[config.mk]
export PLATFORM = sky130hd
export DESIGN_NAME = debug_dump_tx_flat
export DESIGN_NICKNAME = d
export VERILOG_FILES = /design/src/rtl/debug_dump_tx_pkg.sv /design/src/rtl/debug_dump_tx_if.sv /design/src/rtl/debug_dump_tx_word_byte_serializer.sv /design/src/rtl/debug_dump_tx.sv /design/src/flat_wrapper.sv
export SDC_FILE = /design/constraint.sdc
export NUM_CORES = 1
export LEC_CHECK = 0
export ABC_CLOCK_PERIOD_IN_PS = 3700
export CAP_MARGIN = 20
export CORE_ASPECT_RATIO = 0.75
export CORE_MARGIN = 10
export CORE_UTILIZATION = 48
export CTS_BUF_LIST = sky130_fd_sc_hd__clkbuf_8
export CTS_CLUSTER_DIAMETER = 60
export DETAILED_ROUTE_END_ITERATION = 6
export PLACE_DENSITY = 0.94
export SETUP_SLACK_MARGIN = 0.4
export SLEW_MARGIN = 0
export SYNTH_ARGS = -nofsm -noshare
export SYNTH_HDL_FRONTEND = slang
export SYNTH_SLANG_ARGS = --single-unit
[constraint.sdc]
create_clock -name clock -period 3.7 [get_ports clock]
set_clock_uncertainty 0.1 [all_clocks]
set_input_delay 0.925 -clock clock [delete_from_list [all_inputs] [get_ports clock]]
set_output_delay 0.925 -clock clock [all_outputs]
set_load 0.005 [all_outputs]
[src/rtl/debug_dump_tx_pkg.sv]
// -----------------------------------------------------------------------------
// debug_dump_tx_pkg
// Shared types and constants for the architectural-state dump path.
//   state_t      : dump sequencer states
//   *_DEF        : default widths/counts used as module parameter defaults
//   REG_BASE     : word index of the first GPR in the dump order
//   words_total(): number of words in one dump (PC + GPRs + memory words)
//   mem_base()   : word index of the first memory word
// -----------------------------------------------------------------------------
package debug_dump_tx_pkg;

    localparam int unsigned NB_DATA_DEF     = 32;
    localparam int unsigned N_BITS_DEF      = 8;
    localparam int unsigned NB_PC_DEF       = 7;
    localparam int unsigned N_REGISTER_DEF  = 32;
    localparam int unsigned NB_REG_DEF      = 5;
    localparam int unsigned N_MEM_WORDS_DEF = 32;
    localparam int unsigned NB_MEM_ADDR_DEF = 5;

    localparam int unsigned REG_BASE = 1;

    function automatic int unsigned words_total(input int unsigned n_reg,
                                                input int unsigned n_mem);
        return 1 + n_reg + n_mem;
    endfunction

    function automatic int unsigned mem_base(input int unsigned n_reg);
        return REG_BASE + n_reg;
    endfunction

    localparam int unsigned WORDS_TOTAL    = words_total(N_REGISTER_DEF, N_MEM_WORDS_DEF);
    localparam int unsigned BYTES_PER_WORD = NB_DATA_DEF / N_BITS_DEF;
    localparam int unsigned MEM_BASE       = mem_base(N_REGISTER_DEF);

    typedef enum logic [2:0] {
        ST_IDLE,
        ST_FETCH,
        ST_LOAD,
        ST_SEND,
        ST_WAIT,
        ST_NEXT,
        ST_DONE
    } state_t;

endpackage

[src/rtl/debug_dump_tx_if.sv]
// -----------------------------------------------------------------------------
// debug_dump_tx_if
// Bundles the dump block's debug read ports and the tx_uart handshake.
//   reg_addr_o/reg_data_i : GPR debug port, data combinational from address
//   mem_addr_o/mem_data_i : data-memory debug port, data one cycle after addr
//   tx_start_o/tx_data_o  : byte launch towards tx_uart
//   tx_done_i             : tx_uart per-byte done tick
// master = dump block, slave = register file / memory / transmitter side.
// -----------------------------------------------------------------------------
interface debug_dump_tx_if
    import debug_dump_tx_pkg::*;
#(
    parameter int unsigned NB_DATA     = NB_DATA_DEF,
    parameter int unsigned N_BITS      = N_BITS_DEF,
    parameter int unsigned NB_REG      = NB_REG_DEF,
    parameter int unsigned NB_MEM_ADDR = NB_MEM_ADDR_DEF
);
    logic [NB_REG-1:0]      reg_addr_o;
    logic [NB_DATA-1:0]     reg_data_i;
    logic [NB_MEM_ADDR-1:0] mem_addr_o;
    logic [NB_DATA-1:0]     mem_data_i;
    logic                   tx_start_o;
    logic [N_BITS-1:0]      tx_data_o;
    logic                   tx_done_i;

    modport master (
        output reg_addr_o, mem_addr_o, tx_start_o, tx_data_o,
        input  reg_data_i, mem_data_i, tx_done_i
    );

    modport slave (
        input  reg_addr_o, mem_addr_o, tx_start_o, tx_data_o,
        output reg_data_i, mem_data_i, tx_done_i
    );
endinterface

[src/rtl/debug_dump_tx_word_byte_serializer.sv]
// -----------------------------------------------------------------------------
// word_byte_serializer
// Holds one word and presents it a byte at a time, LSB first.
//   clock, reset  : system clock, async active-high reset
//   i_load        : capture i_word, restart at byte 0
//   i_word        : word to serialize
//   i_advance     : current byte acknowledged; step to the next one
//   o_byte        : current byte (low bits of the shift register)
//   o_last_byte   : current byte is the final one of the word
// -----------------------------------------------------------------------------
module word_byte_serializer
    import debug_dump_tx_pkg::*;
#(
    parameter int unsigned NB_DATA = NB_DATA_DEF,
    parameter int unsigned N_BITS  = N_BITS_DEF
) (
    input  logic               clock,
    input  logic               reset,
    input  logic               i_load,
    input  logic [NB_DATA-1:0] i_word,
    input  logic               i_advance,
    output logic [N_BITS-1:0]  o_byte,
    output logic               o_last_byte
);
    localparam int unsigned BPW    = NB_DATA / N_BITS;
    localparam int unsigned NB_CNT = (BPW > 1) ? $clog2(BPW) : 1;

    logic [NB_DATA-1:0] r_shift;
    logic [NB_CNT-1:0]  r_byte_cnt;
    logic               w_last;

    assign w_last      = (r_byte_cnt == NB_CNT'(BPW - 1));
    assign o_byte      = r_shift[N_BITS-1:0];
    assign o_last_byte = w_last;

    // The final byte is not shifted out so tx_data stays put after its ack.
    always_ff @(posedge clock or posedge reset) begin
        if (reset) begin
            r_shift    <= '0;
            r_byte_cnt <= '0;
        end else if (i_load) begin
            r_shift    <= i_word;
            r_byte_cnt <= '0;
        end else if (i_advance) begin
            if (w_last) begin
                r_byte_cnt <= '0;
            end else begin
                r_shift    <= r_shift >> N_BITS;
                r_byte_cnt <= r_byte_cnt + 1'b1;
            end
        end
    end
endmodule

[src/rtl/debug_dump_tx.sv]
// -----------------------------------------------------------------------------
// debug_dump_tx
// Dumps architectural state over tx_uart after the program finishes:
// PC (zero-extended), GPR[0..N_REGISTER-1], MEM[0..N_MEM_WORDS-1],
// each word LSB first, one byte per tx_done tick.
//   clock, reset : system clock, async active-high reset
//   start_i      : dump request pulse, honoured only when idle
//   pc_i         : final PC, captured when the PC word is fetched
//   busy_o       : dump in progress
//   dump_done_o  : one-cycle pulse after the last byte is acknowledged
//   dbg          : debug read ports and tx_uart handshake (master side)
// -----------------------------------------------------------------------------
module debug_dump_tx
    import debug_dump_tx_pkg::*;
#(
    parameter int unsigned NB_DATA     = NB_DATA_DEF,
    parameter int unsigned N_BITS      = N_BITS_DEF,
    parameter int unsigned NB_PC       = NB_PC_DEF,
    parameter int unsigned N_REGISTER  = N_REGISTER_DEF,
    parameter int unsigned NB_REG      = NB_REG_DEF,
    parameter int unsigned N_MEM_WORDS = N_MEM_WORDS_DEF,
    parameter int unsigned NB_MEM_ADDR = NB_MEM_ADDR_DEF
) (
    input  logic             clock,
    input  logic             reset,
    input  logic             start_i,
    input  logic [NB_PC-1:0] pc_i,
    output logic             busy_o,
    output logic             dump_done_o,
    debug_dump_tx_if.master  dbg
);
    localparam int unsigned WORDS  = words_total(N_REGISTER, N_MEM_WORDS);
    localparam int unsigned MEM_B  = mem_base(N_REGISTER);
    localparam int unsigned NB_IDX = $clog2(WORDS);
    localparam logic [NB_IDX-1:0] LAST_IDX = NB_IDX'(WORDS - 1);

    state_t                 r_state;
    logic [NB_IDX-1:0]      r_word_idx;
    logic [NB_REG-1:0]      r_reg_addr;
    logic [NB_MEM_ADDR-1:0] r_mem_addr;
    logic                   r_tx_start;
    logic                   r_busy;
    logic                   r_dump_done;

    logic [NB_IDX-1:0]      w_next_idx;
    logic                   w_cur_is_mem;
    logic                   w_next_is_reg;
    logic                   w_load;
    logic                   w_advance;
    logic [NB_DATA-1:0]     w_word;
    logic [N_BITS-1:0]      w_byte;
    logic                   w_last_byte;

    assign w_next_idx    = r_word_idx + 1'b1;
    assign w_cur_is_mem  = (32'(r_word_idx) >= MEM_B);
    assign w_next_is_reg = (32'(w_next_idx) < MEM_B);
    assign w_load        = ((r_state == ST_FETCH) && !w_cur_is_mem) || (r_state == ST_LOAD);
    assign w_advance     = (r_state == ST_WAIT) && dbg.tx_done_i;

    always_comb begin
        w_word = dbg.reg_data_i;
        if (r_state == ST_LOAD) begin
            w_word = dbg.mem_data_i;
        end else if (r_word_idx == '0) begin
            w_word = NB_DATA'(pc_i);
        end
    end

    word_byte_serializer #(
        .NB_DATA (NB_DATA),
        .N_BITS  (N_BITS)
    ) u_serializer (
        .clock       (clock),
        .reset       (reset),
        .i_load      (w_load),
        .i_word      (w_word),
        .i_advance   (w_advance),
        .o_byte      (w_byte),
        .o_last_byte (w_last_byte)
    );

    // Debug addresses are registered on the way into FETCH (from NEXT), so
    // the combinational GPR read is already valid in FETCH and the synchronous
    // memory read lands in LOAD. The address port not used by a word holds.
    always_ff @(posedge clock or posedge reset) begin
        if (reset) begin
            r_state     <= ST_IDLE;
            r_word_idx  <= '0;
            r_reg_addr  <= '0;
            r_mem_addr  <= '0;
            r_tx_start  <= 1'b0;
            r_busy      <= 1'b0;
            r_dump_done <= 1'b0;
        end else begin
            r_tx_start  <= 1'b0;
            r_dump_done <= 1'b0;
            unique case (r_state)
                ST_IDLE: begin
                    if (start_i) begin
                        r_word_idx <= '0;
                        r_busy     <= 1'b1;
                        r_state    <= ST_FETCH;
                    end
                end
                ST_FETCH: begin
                    if (w_cur_is_mem) begin
                        r_state <= ST_LOAD;
                    end else begin
                        r_tx_start <= 1'b1;
                        r_state    <= ST_SEND;
                    end
                end
                ST_LOAD: begin
                    r_tx_start <= 1'b1;
                    r_state    <= ST_SEND;
                end
                ST_SEND: begin
                    r_state <= ST_WAIT;
                end
                ST_WAIT: begin
                    if (dbg.tx_done_i) begin
                        if (w_last_byte) begin
                            r_state <= ST_NEXT;
                        end else begin
                            r_tx_start <= 1'b1;
                            r_state    <= ST_SEND;
                        end
                    end
                end
                ST_NEXT: begin
                    if (r_word_idx == LAST_IDX) begin
                        r_dump_done <= 1'b1;
                        r_state     <= ST_DONE;
                    end else begin
                        r_word_idx <= w_next_idx;
                        if (w_next_is_reg) begin
                            r_reg_addr <= NB_REG'(32'(w_next_idx) - REG_BASE);
                        end else begin
                            r_mem_addr <= NB_MEM_ADDR'(32'(w_next_idx) - MEM_B);
                        end
                        r_state <= ST_FETCH;
                    end
                end
                ST_DONE: begin
                    r_busy  <= 1'b0;
                    r_state <= ST_IDLE;
                end
                default: begin
                    r_state <= ST_IDLE;
                end
            endcase
        end
    end

    assign dbg.reg_addr_o = r_reg_addr;
    assign dbg.mem_addr_o = r_mem_addr;
    assign dbg.tx_start_o = r_tx_start;
    assign dbg.tx_data_o  = w_byte;
    assign busy_o         = r_busy;
    assign dump_done_o    = r_dump_done;
endmodule

[src/flat_wrapper.sv]
// flat-port wrapper written by rule: the top's interface ports become plain ports
module debug_dump_tx_flat import debug_dump_tx_pkg::*;
#(
    parameter int unsigned NB_DATA     = NB_DATA_DEF,
    parameter int unsigned N_BITS      = N_BITS_DEF,
    parameter int unsigned NB_PC       = NB_PC_DEF,
    parameter int unsigned N_REGISTER  = N_REGISTER_DEF,
    parameter int unsigned NB_REG      = NB_REG_DEF,
    parameter int unsigned N_MEM_WORDS = N_MEM_WORDS_DEF,
    parameter int unsigned NB_MEM_ADDR = NB_MEM_ADDR_DEF
)
  (clock, reset, start_i, pc_i, busy_o, dump_done_o, dbg_reg_addr_o, dbg_mem_addr_o, dbg_tx_start_o, dbg_tx_data_o, dbg_reg_data_i, dbg_mem_data_i, dbg_tx_done_i);
  debug_dump_tx_if #(.NB_DATA(NB_DATA), .N_BITS(N_BITS), .NB_REG(NB_REG), .NB_MEM_ADDR(NB_MEM_ADDR)) dbg_i ();
  input  logic clock;
  input  logic reset;
  input  logic start_i;
  input  logic [NB_PC-1:0] pc_i;
  output logic busy_o;
  output logic dump_done_o;
  output wire logic [$bits(dbg_i.reg_addr_o)-1:0] dbg_reg_addr_o;
  output wire logic [$bits(dbg_i.mem_addr_o)-1:0] dbg_mem_addr_o;
  output wire logic [$bits(dbg_i.tx_start_o)-1:0] dbg_tx_start_o;
  output wire logic [$bits(dbg_i.tx_data_o)-1:0] dbg_tx_data_o;
  input wire logic [$bits(dbg_i.reg_data_i)-1:0] dbg_reg_data_i;
  input wire logic [$bits(dbg_i.mem_data_i)-1:0] dbg_mem_data_i;
  input wire logic [$bits(dbg_i.tx_done_i)-1:0] dbg_tx_done_i;
  assign dbg_reg_addr_o = dbg_i.reg_addr_o;
  assign dbg_mem_addr_o = dbg_i.mem_addr_o;
  assign dbg_tx_start_o = dbg_i.tx_start_o;
  assign dbg_tx_data_o = dbg_i.tx_data_o;
  assign dbg_i.reg_data_i = dbg_reg_data_i;
  assign dbg_i.mem_data_i = dbg_mem_data_i;
  assign dbg_i.tx_done_i = dbg_tx_done_i;
  debug_dump_tx #(.NB_DATA(NB_DATA), .N_BITS(N_BITS), .NB_PC(NB_PC), .N_REGISTER(N_REGISTER), .NB_REG(NB_REG), .N_MEM_WORDS(N_MEM_WORDS), .NB_MEM_ADDR(NB_MEM_ADDR)) u_core (.clock(clock), .reset(reset), .start_i(start_i), .pc_i(pc_i), .busy_o(busy_o), .dump_done_o(dump_done_o), .dbg(dbg_i));
endmodule
==> impl_results.md, run 1 <==
- Largest net degree at the start of global routing: 32
- CP Capture Type: register
- Endpoints failing setup: 0
- Library cells used by synthesis: 43
- Max Slew Vio Count: 0
- # DRC: 0
- Worst Path Required: 3.82 ns
- Critical path cell sequence: ha_1, nor2_1, a41o_1, and4b_1, nor2_2, inv_1, nor2_1, a21oi_1
- DIE HEIGHT: 89.2 µm
- Final hold vios: 0
- Reg2reg path depth: 8
- Initial antenna violation count: 0
- CP max-delay cell: dfrtp_1
- Fraction of layout cells with a size suffix above 1: 10.2%
- Met2 WL: 4600 µm
- Critical path class: register to register
- CTS Buffer Depth: 2
- Worst rel slew slack: between 50% and 60%
- Worst reg2reg setup slack: 0.90 ns
- CTS resizes: 0
- Area grow syn2layout: 35.3%
- Top cell by count, worst path: nor2_1
- First-pass GRT wire length: around 15000 µm
- Peak VDD IR: between 0.3 and 0.4 mV
- Final GP Congestion: ~0.87
- Synth Flop Type: dfrtp_1
- Cell Rows: 25
- Period utilisation layout: roughly three quarters
- Antenna viol nets, final: 0
- WL per Instance: slightly below 20 µm
- Hold Path Class: register to register
- Peak fanout along the critical path: 14
- RSZ-0062 raised after global routing: false
- ANT cells: 0
- Syn. warnings: 0
- Critical path's largest stage delay: approximately 0.6 ns
- Initial DRC count: 314
- Outcome: finished clean
- Hold slack: 0.401 ns
- CTS Hold Bufs: 0
- Via count: 2865
- Area of the mapped netlist: 0.00307 mm²
- Die W: 112 µm
- Flops & latches, synth: 57
- Worst setup path startpoint: u_core.r_word_idx[0]$_DFFE_PP0P_
- TNS Setup: 0 ns
- H-Tree Depth: 3
- Clock latency on the worst-skew pair: about 0.34 ns
- DR pass1 iterations: 7
- Worst-path clk slew: 0.06 ns
- Leakage power: 1.85 nW
- Initial core utilization: 49.0%
- Die area: 0.0100 mm²
- CP startpoint kind: register
- Post-CTS Setup Repair Bufs: 0
- Max Used Layer: met4
- DR vias/cell: 5.92
- Final Net Count: 477
- Met3 Routed Length: ~760 µm
- Core footprint: roughly 0.0063 mm²
- Sink Count: 57
- Commonest non-fill, non-tap cells in the layout: clkdlybuf4s50_1, dfrtp_1, nor2_1
- Sequential share of the synthesized area: 46.5%
- Grt total ovfl: 0
- Routed Wire Length: 9320 µm
- Ys async rst share: 100%
- Syn_nets: 394
- GRT Total Usage: between 10% and 20%
- Final Critical Period: 2.80 ns
- Cts bufs inserted: 9
- P per Cell Area: 780 mW/mm²
- Port Buffer Count: 95
- EDFF count, synth: 0
- Reg2reg end: u_core.u_serializer.r_shift[9]$_DFFE_PP0P_
- CP endpoint: u_core.u_serializer.r_shift[9]$_DFFE_PP0P_
- Vias in the first global route: 2900
- Maximum Capacitance Violations: 0
- CTS tree: yes
- CTS root buf: clkbuf_8
- # fillers: 483
- Syn Inst Count: 315
- Max Fclk: 358 MHz
- M1 WL: 3730 µm
- CP arrival: 2.91 ns
- Tightest Pin Transition: between 0.6 and 0.7 ns
- Post-DP HPWL: 7000 µm
- Synth Area per Inst: slightly below 10 µm²
- Reg2reg start: u_core.r_word_idx[0]$_DFFE_PP0P_
- Final core utilization: 66.3%
- I/O pin count: 96
- Most common cell after layout, fill and taps aside: clkdlybuf4s50_1
==> layer usage <==
layer / up-vias / track usage, %
li1: 1302 / -
met1: 1383 / 21.8
met2: 157 / 32.0
met3: 23 / 5.84
met4: 0 / 7.70
met5: - / 0
==> worst max-delay path: cells and delay by family (launching register included) <==
kind	cells	cell delay, ns
adders and majority gates	1	0.23
AOI/OAI and AO/OA	2	0.34
and+or+nand+nor	4	1.08
DFF	1	0.60
buffers and inverters	1	0.34
==> report_power, final <==
group	internal, mW	switching [mW]	leakage (nW)
Combinational	0.742	0.872	1.02
Clock	0.271	0.242	0.101
Sequential	0.890	0.216	0.723
==> metrics by stage <==
step | power, mW | instances | setup slack (ns) | instance area [µm²]
after floorplan | 2.22 | 315 | 1.28 | 3070
final | 3.23 | 484 | 0.904 | 4150
after global placement | 2.58 | 468 | 0.654 | 3970
after CTS | 3.23 | 484 | 0.658 | 4150
after detailed placement | 2.68 | 468 | 0.481 | 3970
after global routing | 3.47 | 484 | 0.658 | 4150
==> flip-flops by register name, summed over array words and instances, names as in the netlist <==
register	flops
u_core.u_serializer.r_shift	32
u_core.r_word_idx	7
u_core.dbg.mem_addr_o	5
u_core.dbg.reg_addr_o	5
u_core.r_state	3
u_core.u_serializer.r_byte_cnt	2
u_core.busy_o	1
u_core.dbg.tx_start_o	1
u_core.dump_done_o	1
==> logic make-up after synthesis <==
family          synth area share, %
compound gates                 21.7
flops                          46.5
buf+inv                        8.00
mux                            8.24
fa+ha+maj                      1.63
xor+xnor                       1.43
simple gates                   12.4
==> cells in the mapped netlist (all sizes together), types with 3 or more instances <==
cell    number  share of area (%)
dfrtp       57                 47
nor2        33                4.6
o21ai       28                4.7
a21oi       25                4.1
buf         25                5.6
nand2       23                2.8
inv         18                2.2
mux2i       14                4.6
a22oi       12                2.9
mux2        10                3.7
a222oi       8                2.6
a22o         6                1.7
nor3         6               0.98
nand3        5               0.82
o22ai        5                1.0
ha           4                1.6
a31o         3               0.86
o221ai       3               0.86
o31ai        3               0.73
xor2         3               0.86
==> cell type report <==
cell class	count	area [µm²]	area share, %
sequential	57	1430	34.4
multi-input combinational	213	1400	33.7
timing repair buffer	99	981	23.6
clock buffer	11	151	3.65
tap	81	101	2.44
inverter	18	67.6	1.63
clock inverter	5	22.5	0.543
==> how the worst min path moves through the flow <==
stage	slack, ns	depth (start not counted)	start	end
floorplan	0.36	2	u_core.u_serializer.r_shift[1]$_DFFE_PP0P_	u_core.u_serializer.r_shift[1]$_DFFE_PP0P_
global placement	0.38	2	u_core.u_serializer.r_shift[5]$_DFFE_PP0P_	u_core.u_serializer.r_shift[5]$_DFFE_PP0P_
detailed placement	0.37	2	u_core.u_serializer.r_shift[1]$_DFFE_PP0P_	u_core.u_serializer.r_shift[1]$_DFFE_PP0P_
CTS	0.41	2	u_core.u_serializer.r_shift[1]$_DFFE_PP0P_	u_core.u_serializer.r_shift[1]$_DFFE_PP0P_
global route	0.43	1	u_core.dbg.mem_addr_o[3]$_DFFE_PP0P_	u_core.dbg.mem_addr_o[3]$_DFFE_PP0P_
finish	0.40	2	u_core.u_serializer.r_shift[1]$_DFFE_PP0P_	u_core.u_serializer.r_shift[1]$_DFFE_PP0P_
Note: power is estimated with default switching activity, not from simulation.
==> inputs of run 2 (changes only) <==
--- a/config.mk
+++ b/config.mk
@@ -5,15 +5,15 @@
 export SDC_FILE = /design/constraint.sdc
 export NUM_CORES = 1
 export LEC_CHECK = 0
-export ABC_CLOCK_PERIOD_IN_PS = 3700
+export ABC_CLOCK_PERIOD_IN_PS = 2450
 export CAP_MARGIN = 20
 export CORE_ASPECT_RATIO = 0.75
 export CORE_MARGIN = 10
-export CORE_UTILIZATION = 48
+export CORE_UTILIZATION = 44
 export CTS_BUF_LIST = sky130_fd_sc_hd__clkbuf_8
 export CTS_CLUSTER_DIAMETER = 60
 export DETAILED_ROUTE_END_ITERATION = 6
-export PLACE_DENSITY = 0.94
+export PLACE_DENSITY = 0.91
 export SETUP_SLACK_MARGIN = 0.4
 export SLEW_MARGIN = 0
 export SYNTH_ARGS = -nofsm -noshare
==> constraint.sdc (replaced) <==
create_clock -name clock -period 2.45 [get_ports clock]
set_clock_uncertainty 0.1 [all_clocks]
set_input_delay 0.6125 -clock clock [delete_from_list [all_inputs] [get_ports clock]]
set_output_delay 0.6125 -clock clock [all_outputs]
set_load 0.005 [all_outputs]
==> impl_results.md, run 2 (synthesis gave the netlist of run 1 again) <==
- Setup WS post-layout: 0.0280 ns (-0.876 ns)
- Largest register FFs: 32 (unchanged)
- Grt met3 use: 7.10% (+1.3 points)
- Initial core utilization: 45.1% (-3.9 points)
- CTS Hold Bufs: 0 (unchanged)
- Initial DRC count: 408 (+30%)
- Most common cell after layout, fill and taps aside: clkdlybuf4s50_1
- Grt total ovfl: 0 (unchanged)
- Worst-path clk slew: 0.07 ns (about the same)
- Largest net degree at the start of global routing: 58 (+81%)
- Fraction of layout cells with a size suffix above 1: 24.8% (+15 points)
- Worst rel slew slack: 73.9% (+20 points)
- CP startpoint kind: register
- Core footprint: 0.00680 mm² (+8.7%)
- GR peak layer: met2
- Cts bufs inserted: 9 (unchanged)
- First-pass GRT wire length: 17000 µm (+14%)
- Worst Path Required: 2.59 ns (-1.23 ns)
- DR pass1 iterations: 7 (unchanged)
- Leakage power: 2.12 nW (+15%)
- Overall power: 6.46 mW (+100%)
- Sink Count: 57 (unchanged)
- CTS Buffer Depth: 2 (unchanged)
- RSZ-0062 raised after global routing: true
- P per Cell Area: 1350 mW/mm² (+73%)
- Setup Slack @ Placement: -0.417 ns (-0.898 ns)
- CP Capture Type: register
- Via count: 3306 (+15%)
- Critical path class: register to register
- Final hold vios: 0 (unchanged)
- Critical path cell sequence: buf_6, ha_4, nor2_4, a41o_1, buf_4, nand4b_2, nor2_4, buf_12, a22oi_1, a21oi_1
- Clock latency on the worst-skew pair: 0.36 ns (+0.02 ns)
- Biggest register: u_core.u_serializer.r_shift
- Routed Wire Length: 12400 µm (+33%)
- Port Buffer Count: 95 (unchanged)
- Endpoints failing setup: 0 (unchanged)
- WL per Instance: 23.7 µm (+23%)
- Max Slew Vio Count: 0 (unchanged)
- Critical path's largest stage delay: 0.48 ns (-0.12 ns)
- Final core utilization: 70.6% (+4.3 points)
- Area grow syn2layout: 56.5%
- DR vias/cell: 6.31 (+6.6%)
- Max Fclk: 413 MHz (+15%)
- Final Critical Period: 2.42 ns (-0.374 ns)
- Commonest non-fill, non-tap cells in the layout: clkdlybuf4s50_1, dfrtp_1, nor2_1, buf_4
- DIE HEIGHT: 92.3 µm (+3.4%)
- Die W: 116 µm (+3.7%)
- Hold Path Class: register to register
- CP Depth: 10 (+2)
- Final GP Congestion: 0.882 (+1.1%)
- Antenna viol nets, final: 0 (unchanged)
- Peak VDD IR: 0.641 mV (+80%)
- H-Tree Depth: 3 (unchanged)
- Peak fanout along the critical path: 11 (-3)
- Final Net Count: 514 (+7.8%)
- Hold slack: 0.422 ns (+0.0210 ns)
- Cell Rows: 26 (+4.0%)
- CTS tree: yes
- M2 GR Usage: 31.5% (-0.57 points)
- Hold Crit Depth: 1 (-1)
- Crit-path leading delay family: compound AO/OA/AOI/OAI gates
- Period utilisation layout: 98.9% (+23 points)
- Post-DP HPWL: 7130 µm (+1.8%)
- Global Route met1 Usage: 24.0% (+2.1 points)
- CTS root buf: clkbuf_8
- Worst Path Buf+Inv: 3 (+2)
- # DRC: 0 (unchanged)
- Cell Area, Placed: 0.00412 mm² (+3.7%)
- I/O pin count: 96 (unchanged)
- CP arrival: 2.57 ns (-0.34 ns)
- Die area: 0.0107 mm² (+7.2%)
- Top flop regs: u_core.u_serializer.r_shift x32, u_core.r_word_idx x7
- Vias in the first global route: 3212 (+11%)
- Reg2reg path depth: 10 (+2)
- Maximum Capacitance Violations: 0 (unchanged)
- Design Area, Final: 0.00480 mm² (+16%)
- Tightest Pin Transition: 0.390 ns (-0.298 ns)
- Initial antenna violation count: 0 (unchanged)
- GRT Total Usage: 20.1% (+1.3 points)
- CP max-delay cell: dfrtp_2
- Top cell by count, worst path: nor2_4
- Outcome: finished clean
- ANT cells: 0 (unchanged)
==> run 2: cell types whose count changed in the layout (fill, tap and decap cells not counted), moves of 5 or more <==
cell	change
buf_4	+20
buf_6	+12
mux2_2	-10
mux2_4	+10
nor2_4	+5
==> run 2: power breakdown <==
group | switching (mW) | internal, mW
Clock | 0.395 | 0.544
Combinational | 1.98 | 1.86
Sequential | 0.336 | 1.35
Total | 2.71 | 3.75
==> run 2: layout make-up <==
cell class,count,area (µm²)
fillers,466,2000
inverters,18,77.6
multi-input cells,214,1640
flip-flops and latches,57,1430
well taps,84,105
repair buffers,135,1340
clock inverters,4,42.5
clock buffers,12,165
==> run 2: path summary, 6_finish.rpt <==
path	from	to	slack, ns
worst max-delay path	u_core.r_word_idx[0]$_DFFE_PP0P_	u_core.u_serializer.r_shift[13]$_DFFE_PP0P_	0.03
min in group asynchronous	reset	u_core.r_word_idx[0]$_DFFE_PP0P_	0.58
worst max register to register	u_core.r_word_idx[0]$_DFFE_PP0P_	u_core.u_serializer.r_shift[13]$_DFFE_PP0P_	0.03
worst min-delay path	u_core.dbg.reg_addr_o[0]$_DFFE_PP0P_	u_core.dbg.reg_addr_o[0]$_DFFE_PP0P_	0.42
max in group asynchronous	reset	u_core.u_serializer.r_shift[0]$_DFFE_PP0P_	1.42
worst min register to register	u_core.dbg.reg_addr_o[0]$_DFFE_PP0P_	u_core.dbg.reg_addr_o[0]$_DFFE_PP0P_	0.42
==> run 2: metrics by stage <==
step / instances / TNS (ns)
2_1_floorplan: 315 / 0
3_3_place_gp: 484 / -3.73
3_5_place_dp: 484 / -5.14
4_1_cts: 513 / 0
5_1_grt: 524 / 0
6_report: 524 / 0
==> run 2: worst register-to-register path, delay by kind of cell (launching register included) <==
kind | cells | cell delay [ns]
AND/OR/NAND/NOR | 3 | 0.56
buffers and inverters | 3 | 0.43
flip-flops | 1 | 0.48
adder cells (fa/ha/maj) | 1 | 0.16
AO/OA/AOI/OAI | 3 | 0.59
==> run 2: layer usage <==
| metal | routed length (µm) | part of all wire [%] | vias to the layer above |
|---|---|---|---|
| met4 | 626 | 5.0 | 0 |
| li1 | - | - | 1374 |
| met5 | 0 | 0 | - |
| met1 | 4650 | 37 | 1567 |
| met2 | 5600 | 45 | 288 |
| met3 | 1550 | 13 | 77 |
==> run 2: what timing repair did <==
item | 4_1_cts | 5_1_grt
pin swaps | 10 | 9
endpoints found under the hold margin | 0 | 0
buffers inserted | 11 | 11
cloned | 2 | 0
setup endpoints to repair | 48 | 53
resized for setup | 30 | 39
